[config.mk]
export PLATFORM = sky130hd
export DESIGN_NAME = ps2_key_emitter
export DESIGN_NICKNAME = d
export VERILOG_FILES = /design/src/rtl/ps2_key_emitter.sv
export SDC_FILE = /design/constraint.sdc
export NUM_CORES = 1
export LEC_CHECK = 0
export ABC_CLOCK_PERIOD_IN_PS = 3800
export CAP_MARGIN = 30
export CORE_UTILIZATION = 24
export CTS_CLUSTER_SIZE = 30
export DETAILED_ROUTE_END_ITERATION = 10
export GPL_TIMING_DRIVEN = 0
export PLACE_DENSITY_LB_ADDON = 0.08
export RECOVER_POWER = 25
export SLEW_MARGIN = 40
export SYNTH_ARGS = -nofsm -noshare
export SYNTH_HDL_FRONTEND = slang
export SYNTH_SLANG_ARGS = --single-unit
[constraint.sdc]
create_clock -name clk -period 3.8 [get_ports clk]
set_clock_uncertainty 0.05 [all_clocks]
set_input_delay 1.14 -clock clk [delete_from_list [all_inputs] [get_ports clk]]
set_output_delay 1.14 -clock clk [all_outputs]
set_load 0.01 [all_outputs]
[src/rtl/ps2_key_emitter.sv]
// Keyboard-side PS/2 transmitter: one decimal digit in, one full keystroke
// (make, 0xF0, make) out on an emulated PS/2 clock/data pair.
module ps2_key_emitter #(
  parameter int HALF_PERIOD = 4000,
  parameter int GAP_CYCLES  = 20000
) (
  input  logic       clk,
  input  logic       rst,
  input  logic [3:0] key_digit,
  input  logic       key_valid,
  output logic       key_ready,
  output logic       ps2_kb_clk,
  output logic       ps2_kb_data,
  output logic       key_err,
  output logic       key_done,
  output logic [1:0] dbg_state
);

  // Handshake: a request is taken on any edge where key_valid && key_ready;
  // key_ready is high only in IDLE, so requests while busy are simply dropped.

  localparam int CNT_MAX = (GAP_CYCLES > HALF_PERIOD) ? GAP_CYCLES : HALF_PERIOD;
  localparam int CW      = $clog2(CNT_MAX + 1);

  typedef enum logic [1:0] {IDLE, SH_H, SH_L, GAP} state_t;

  state_t        state;
  logic [CW-1:0] phase;
  logic [3:0]    bit_idx;
  logic [1:0]    byte_idx;
  logic [7:0]    code;
  logic [7:0]    cur_byte;

  function automatic logic [7:0] make_code(input logic [3:0] d);
    logic [7:0] m;
    case (d)
      4'd0:    m = 8'h45;
      4'd1:    m = 8'h16;
      4'd2:    m = 8'h1E;
      4'd3:    m = 8'h26;
      4'd4:    m = 8'h25;
      4'd5:    m = 8'h2E;
      4'd6:    m = 8'h36;
      4'd7:    m = 8'h3D;
      4'd8:    m = 8'h3E;
      4'd9:    m = 8'h46;
      default: m = 8'h00;
    endcase
    return m;
  endfunction

  // Bit idx of an 11-bit frame: start, 8 data bits LSB first, odd parity, stop.
  function automatic logic frame_bit(input logic [7:0] b, input logic [3:0] idx);
    logic       v;
    logic [2:0] sel;
    sel = 3'(idx - 4'd1);
    if (idx == 4'd0)
      v = 1'b0;
    else if (idx <= 4'd8)
      v = b[sel];
    else if (idx == 4'd9)
      v = ~^b;
    else
      v = 1'b1;
    return v;
  endfunction

  assign cur_byte  = (byte_idx == 2'd1) ? 8'hF0 : code;
  assign dbg_state = state;

  always_ff @(posedge clk) begin
    if (!rst) begin
      state       <= IDLE;
      phase       <= '0;
      bit_idx     <= '0;
      byte_idx    <= '0;
      code        <= '0;
      key_ready   <= 1'b1;
      ps2_kb_clk  <= 1'b1;
      ps2_kb_data <= 1'b1;
      key_err     <= 1'b0;
      key_done    <= 1'b0;
    end else begin
      key_err  <= 1'b0;
      key_done <= 1'b0;
      case (state)
        IDLE: begin
          if (key_valid) begin
            if (key_digit <= 4'd9) begin
              code        <= make_code(key_digit);
              state       <= SH_H;
              phase       <= '0;
              bit_idx     <= '0;
              byte_idx    <= '0;
              key_ready   <= 1'b0;
              ps2_kb_clk  <= 1'b1;
              ps2_kb_data <= 1'b0;
            end else begin
              key_err <= 1'b1;
            end
          end
        end
        SH_H: begin
          if (phase == CW'(HALF_PERIOD - 1)) begin
            state      <= SH_L;
            phase      <= '0;
            ps2_kb_clk <= 1'b0;
          end else begin
            phase <= phase + CW'(1);
          end
        end
        SH_L: begin
          if (phase == CW'(HALF_PERIOD - 1)) begin
            phase      <= '0;
            ps2_kb_clk <= 1'b1;
            // Data only moves together with the rising PS/2 clock.
            if (bit_idx < 4'd10) begin
              state       <= SH_H;
              bit_idx     <= bit_idx + 4'd1;
              ps2_kb_data <= frame_bit(cur_byte, bit_idx + 4'd1);
            end else begin
              state       <= GAP;
              ps2_kb_data <= 1'b1;
            end
          end else begin
            phase <= phase + CW'(1);
          end
        end
        GAP: begin
          if (phase == CW'(GAP_CYCLES - 1)) begin
            phase <= '0;
            if (byte_idx < 2'd2) begin
              state       <= SH_H;
              byte_idx    <= byte_idx + 2'd1;
              bit_idx     <= '0;
              ps2_kb_clk  <= 1'b1;
              ps2_kb_data <= 1'b0;
            end else begin
              state     <= IDLE;
              key_ready <= 1'b1;
              key_done  <= 1'b1;
            end
          end else begin
            phase <= phase + CW'(1);
          end
        end
        default: state <= IDLE;
      endcase
    end
  end

endmodule

==> impl_results.md <==
* Initial DRT Pass Iterations at 4
* Final #Nets at 299
* Overall Global Routing Usage at 12.2%
* Most common flop cell mapped by yosys: dfxtp_1
* Final WL at slightly below 5000 um
* Cts bufs inserted at 5
* Clk buf depth at 2
* Critical Path End Type: flip-flop
* Routed WL per cell at 12.9 um
* Initial core utilization at 25.2%
* Pwr dens at 437 nW/um2
* DP Worst Slack at -0.0111 ns
* CP top delay family: buffers and inverters
* Commonest non-fill, non-tap cells in the layout: dfxtp_1 (35), o21ai_0 (28), nor2_1 (27), nand3_1 (18)
* Clock transition at path regs at 0.07 ns
* Slowest CP cell: clkdlybuf4s50_1
* Buf/Inv on CP at 3
* Dominant cells by area after synthesis: dfxtp_1 (33%), ha_1 (7.7%), o21ai_0 (6.6%)
* Hold Fails Final Rpt at 0
* Worst Setup Slack, final at ~0.26 ns
* Largest net degree at the start of global routing at 11
* TritonCTS Sinks at 35
* RSZ-0062 raised after global routing: false
* Most frequent CP cell: o21ai_0
* Status: complete, no violations
* Core Region at 8380 um2
* Post-CTS sizing at 0
* Post-Synth XOR/XNOR Area at 4.98%
* Post-synthesis compound-gate area fraction at 22.8%
* DRC Markers at 0
* Seq/Total Area, Yosys at between 30% and 40%
* Synthesized net count at 281
* H-tree depth at 2
* Post-Synthesis Cells at between 200 and 300
* Setup bufs post-CTS at 0
* Setup violations, final at 0
* Grt ovf at 0
* Layout cell share with drive strength beyond 1 at 7.14%
* Post-synth top area share at 33.2%
* Critical Path AT at 3.68 ns
* Post-Syn Area at 2110 um2
* Adder-Cell Fraction of Synth Area at 7.71%
* IO Pins at 14
* Root Driver: clkbuf_8
* Vias in the first global route at roughly 1800
* Hold Crit Class: reg -> reg
* First-pass GRT wire length at 8630 um
* Final Total Pwr at 0.00107 W
* Dominant cell type by area after synthesis: dfxtp_1
* Simple logic cell fraction of the synthesized area at a little under a quarter
* CTS tree: done
* DR vias at 1809
* Crit-path max FO at 10
* Max stage delay on crit path at 0.56 ns
* Synthesis Warnings at 0
* Crit Path Category: in -> reg
* Commonest non-fill, non-tap cell in the layout: dfxtp_1
* Post-synth EDFFs at 0
* Port bufs at 11
* Post-synth ARST share at 0%
* RD Place Congestion at 0.720
* Mux contribution to synthesized area at 3.44%
* Die ar. at 9170 um2
* Tightest Pin Transition at roughly 0.61 ns
* Leak at between 0.8 and 0.9 nW
* CP cell instances: clkdlybuf4s50_1 > inv_1 > ha_1 > o21ba_2 > o21ai_0 > and3_1 > clkbuf_1 > o21ai_0 > o31ai_1
* Area Growth Syn to Fin at 15.9%
* Syn avg cell area at slightly above 8 um2
* Antenna Violating Nets Remaining at 0
* Peak supply drop at 129 uV
* Rel. slew slack at 59.2%
* Iter 0 DRT Violations at 75
* Largest family of logic cells by synthesized area: compound AO/OA/AOI/OAI gates
* Die height at 95.8 um
* Number of synthesized register bits at 35
* Max-cap violations at 0
* Number of distinct library cells after synthesis at 47
* Die Wd at roughly 96 um
* Vias/cell at 4.70
* Final min period at 3.54 ns
* F_max at 282 MHz
* Final Cycle Share at 93.3%
* Initial antenna violation count at 0
* Slew Viols, Final at 0
* Ant diodes at 0
* Hold buffers post-CTS at 0
* HPWL after detailed placement at 3700 um
* Row Count at 33
* Worst setup SP type: input pin
* Clk Latency, worst-skew pair at 0.28 ns
* CP required at between 3 and 4 ns
## worst paths after layout
kind                            depth (start not counted)  slack (ns)    startpoint     endpoint
worst min-delay path                                    2        0.42   ps2_kb_data  ps2_kb_data
worst max-delay path                                    9        0.26  key_digit[1]    phase[14]
worst max register to register                          7        1.25    bit_idx[0]  ps2_kb_data
worst min register to register                          2        0.42   ps2_kb_data  ps2_kb_data
## cells by family (layout without fill, tap and decap cells)
kind of cell | count (synthesis) | count (layout)
and+or+nand+nor | 93 | 93
AOI/OAI and AO/OA | 76 | 76
DFF | 35 | 35
buffers and inverters | 26 | 45
adders and majority gates | 13 | 13
xor gates and xnor gates | 12 | 12
muxes | 6 | 6
## cell usage after synthesis, drive strengths merged (2+ instances only)
cell / instances
nand3: 18
o21ai: 29
xnor2: 6
nor3: 5
o211ai: 3
nand2: 17
a211oi: 4
dfxtp: 35
xor2: 6
a31oi: 2
inv: 14
a221oi: 2
and4: 2
nand4: 3
clkbuf: 8
and2: 3
o221a: 2
ha: 13
nor4: 2
buf: 4
a21oi: 18
a41oi: 2
mux2i: 5
and3: 3
o31ai: 7
nor2b: 4
nand2b: 4
nor2: 27
## sequential cells by signal, summed over array words and instances, names as in the netlist
signal and count:
ps2_kb_data 1, byte_idx 2, key_ready 1, key_done 1
dbg_state 2, bit_idx 4, ps2_kb_clk 1, phase 15
key_err 1, code 7
## per-layer routing
metal | wire length (um) | up-vias | GRT usage, % | share of wire [%]
met4 | 62 | 0 | 4.10 | 1.3
met5 | 0 | - | 0 | 0
met3 | 158 | 4 | 2.61 | 3.2
met2 | 2050 | 24 | 18.3 | 41
li1 | - | 966 | - | -
met1 | 2680 | 815 | 17.1 | 54
## final cells by class
class                           count  area [um2]
Clock buffer                        8         100
Sequential cell                    35         701
Multi-Input combinational cell    200        1300
Tap cell                          105         131
Buffer                             12        56.3
Fill cell                         921        5930
Inverter                           14        52.6
Timing Repair Buffer               11         110
## power breakdown
part	total [W]	internal [W]	switching [W]	leakage (nW)
combinational	0.000342	0.000141	0.000202	0.547
clock	0.000296	0.000166	0.000131	0.0515
sequential	0.000431	0.000402	0.0000296	0.284
total	0.00107	0.000708	0.000362	0.882
## worst min-delay path: cells and delay by family, from the launching register on
| family | cells | cell delay, ns |
|---|---|---|
| flip-flops | 1 | 0.32 |
| AO/OA/AOI/OAI | 1 | 0.07 |
| AND/OR/NAND/NOR | 1 | 0.05 |
## stage by stage
step	cell area (um2)	util (%)	TNS, ns	hold slack (ns)	std cells
floorplan	2110	-	0	0.391	261
global placement	2350	28.1	-0.602	0.433	377
detailed placement	2350	28.1	-0.0141	0.418	377
CTS	2450	29.3	0	0.436	385
global route	2450	29.2	0	0.449	385
finish	2450	29.2	0	0.419	385
Power figures use the tool's default switching activity.
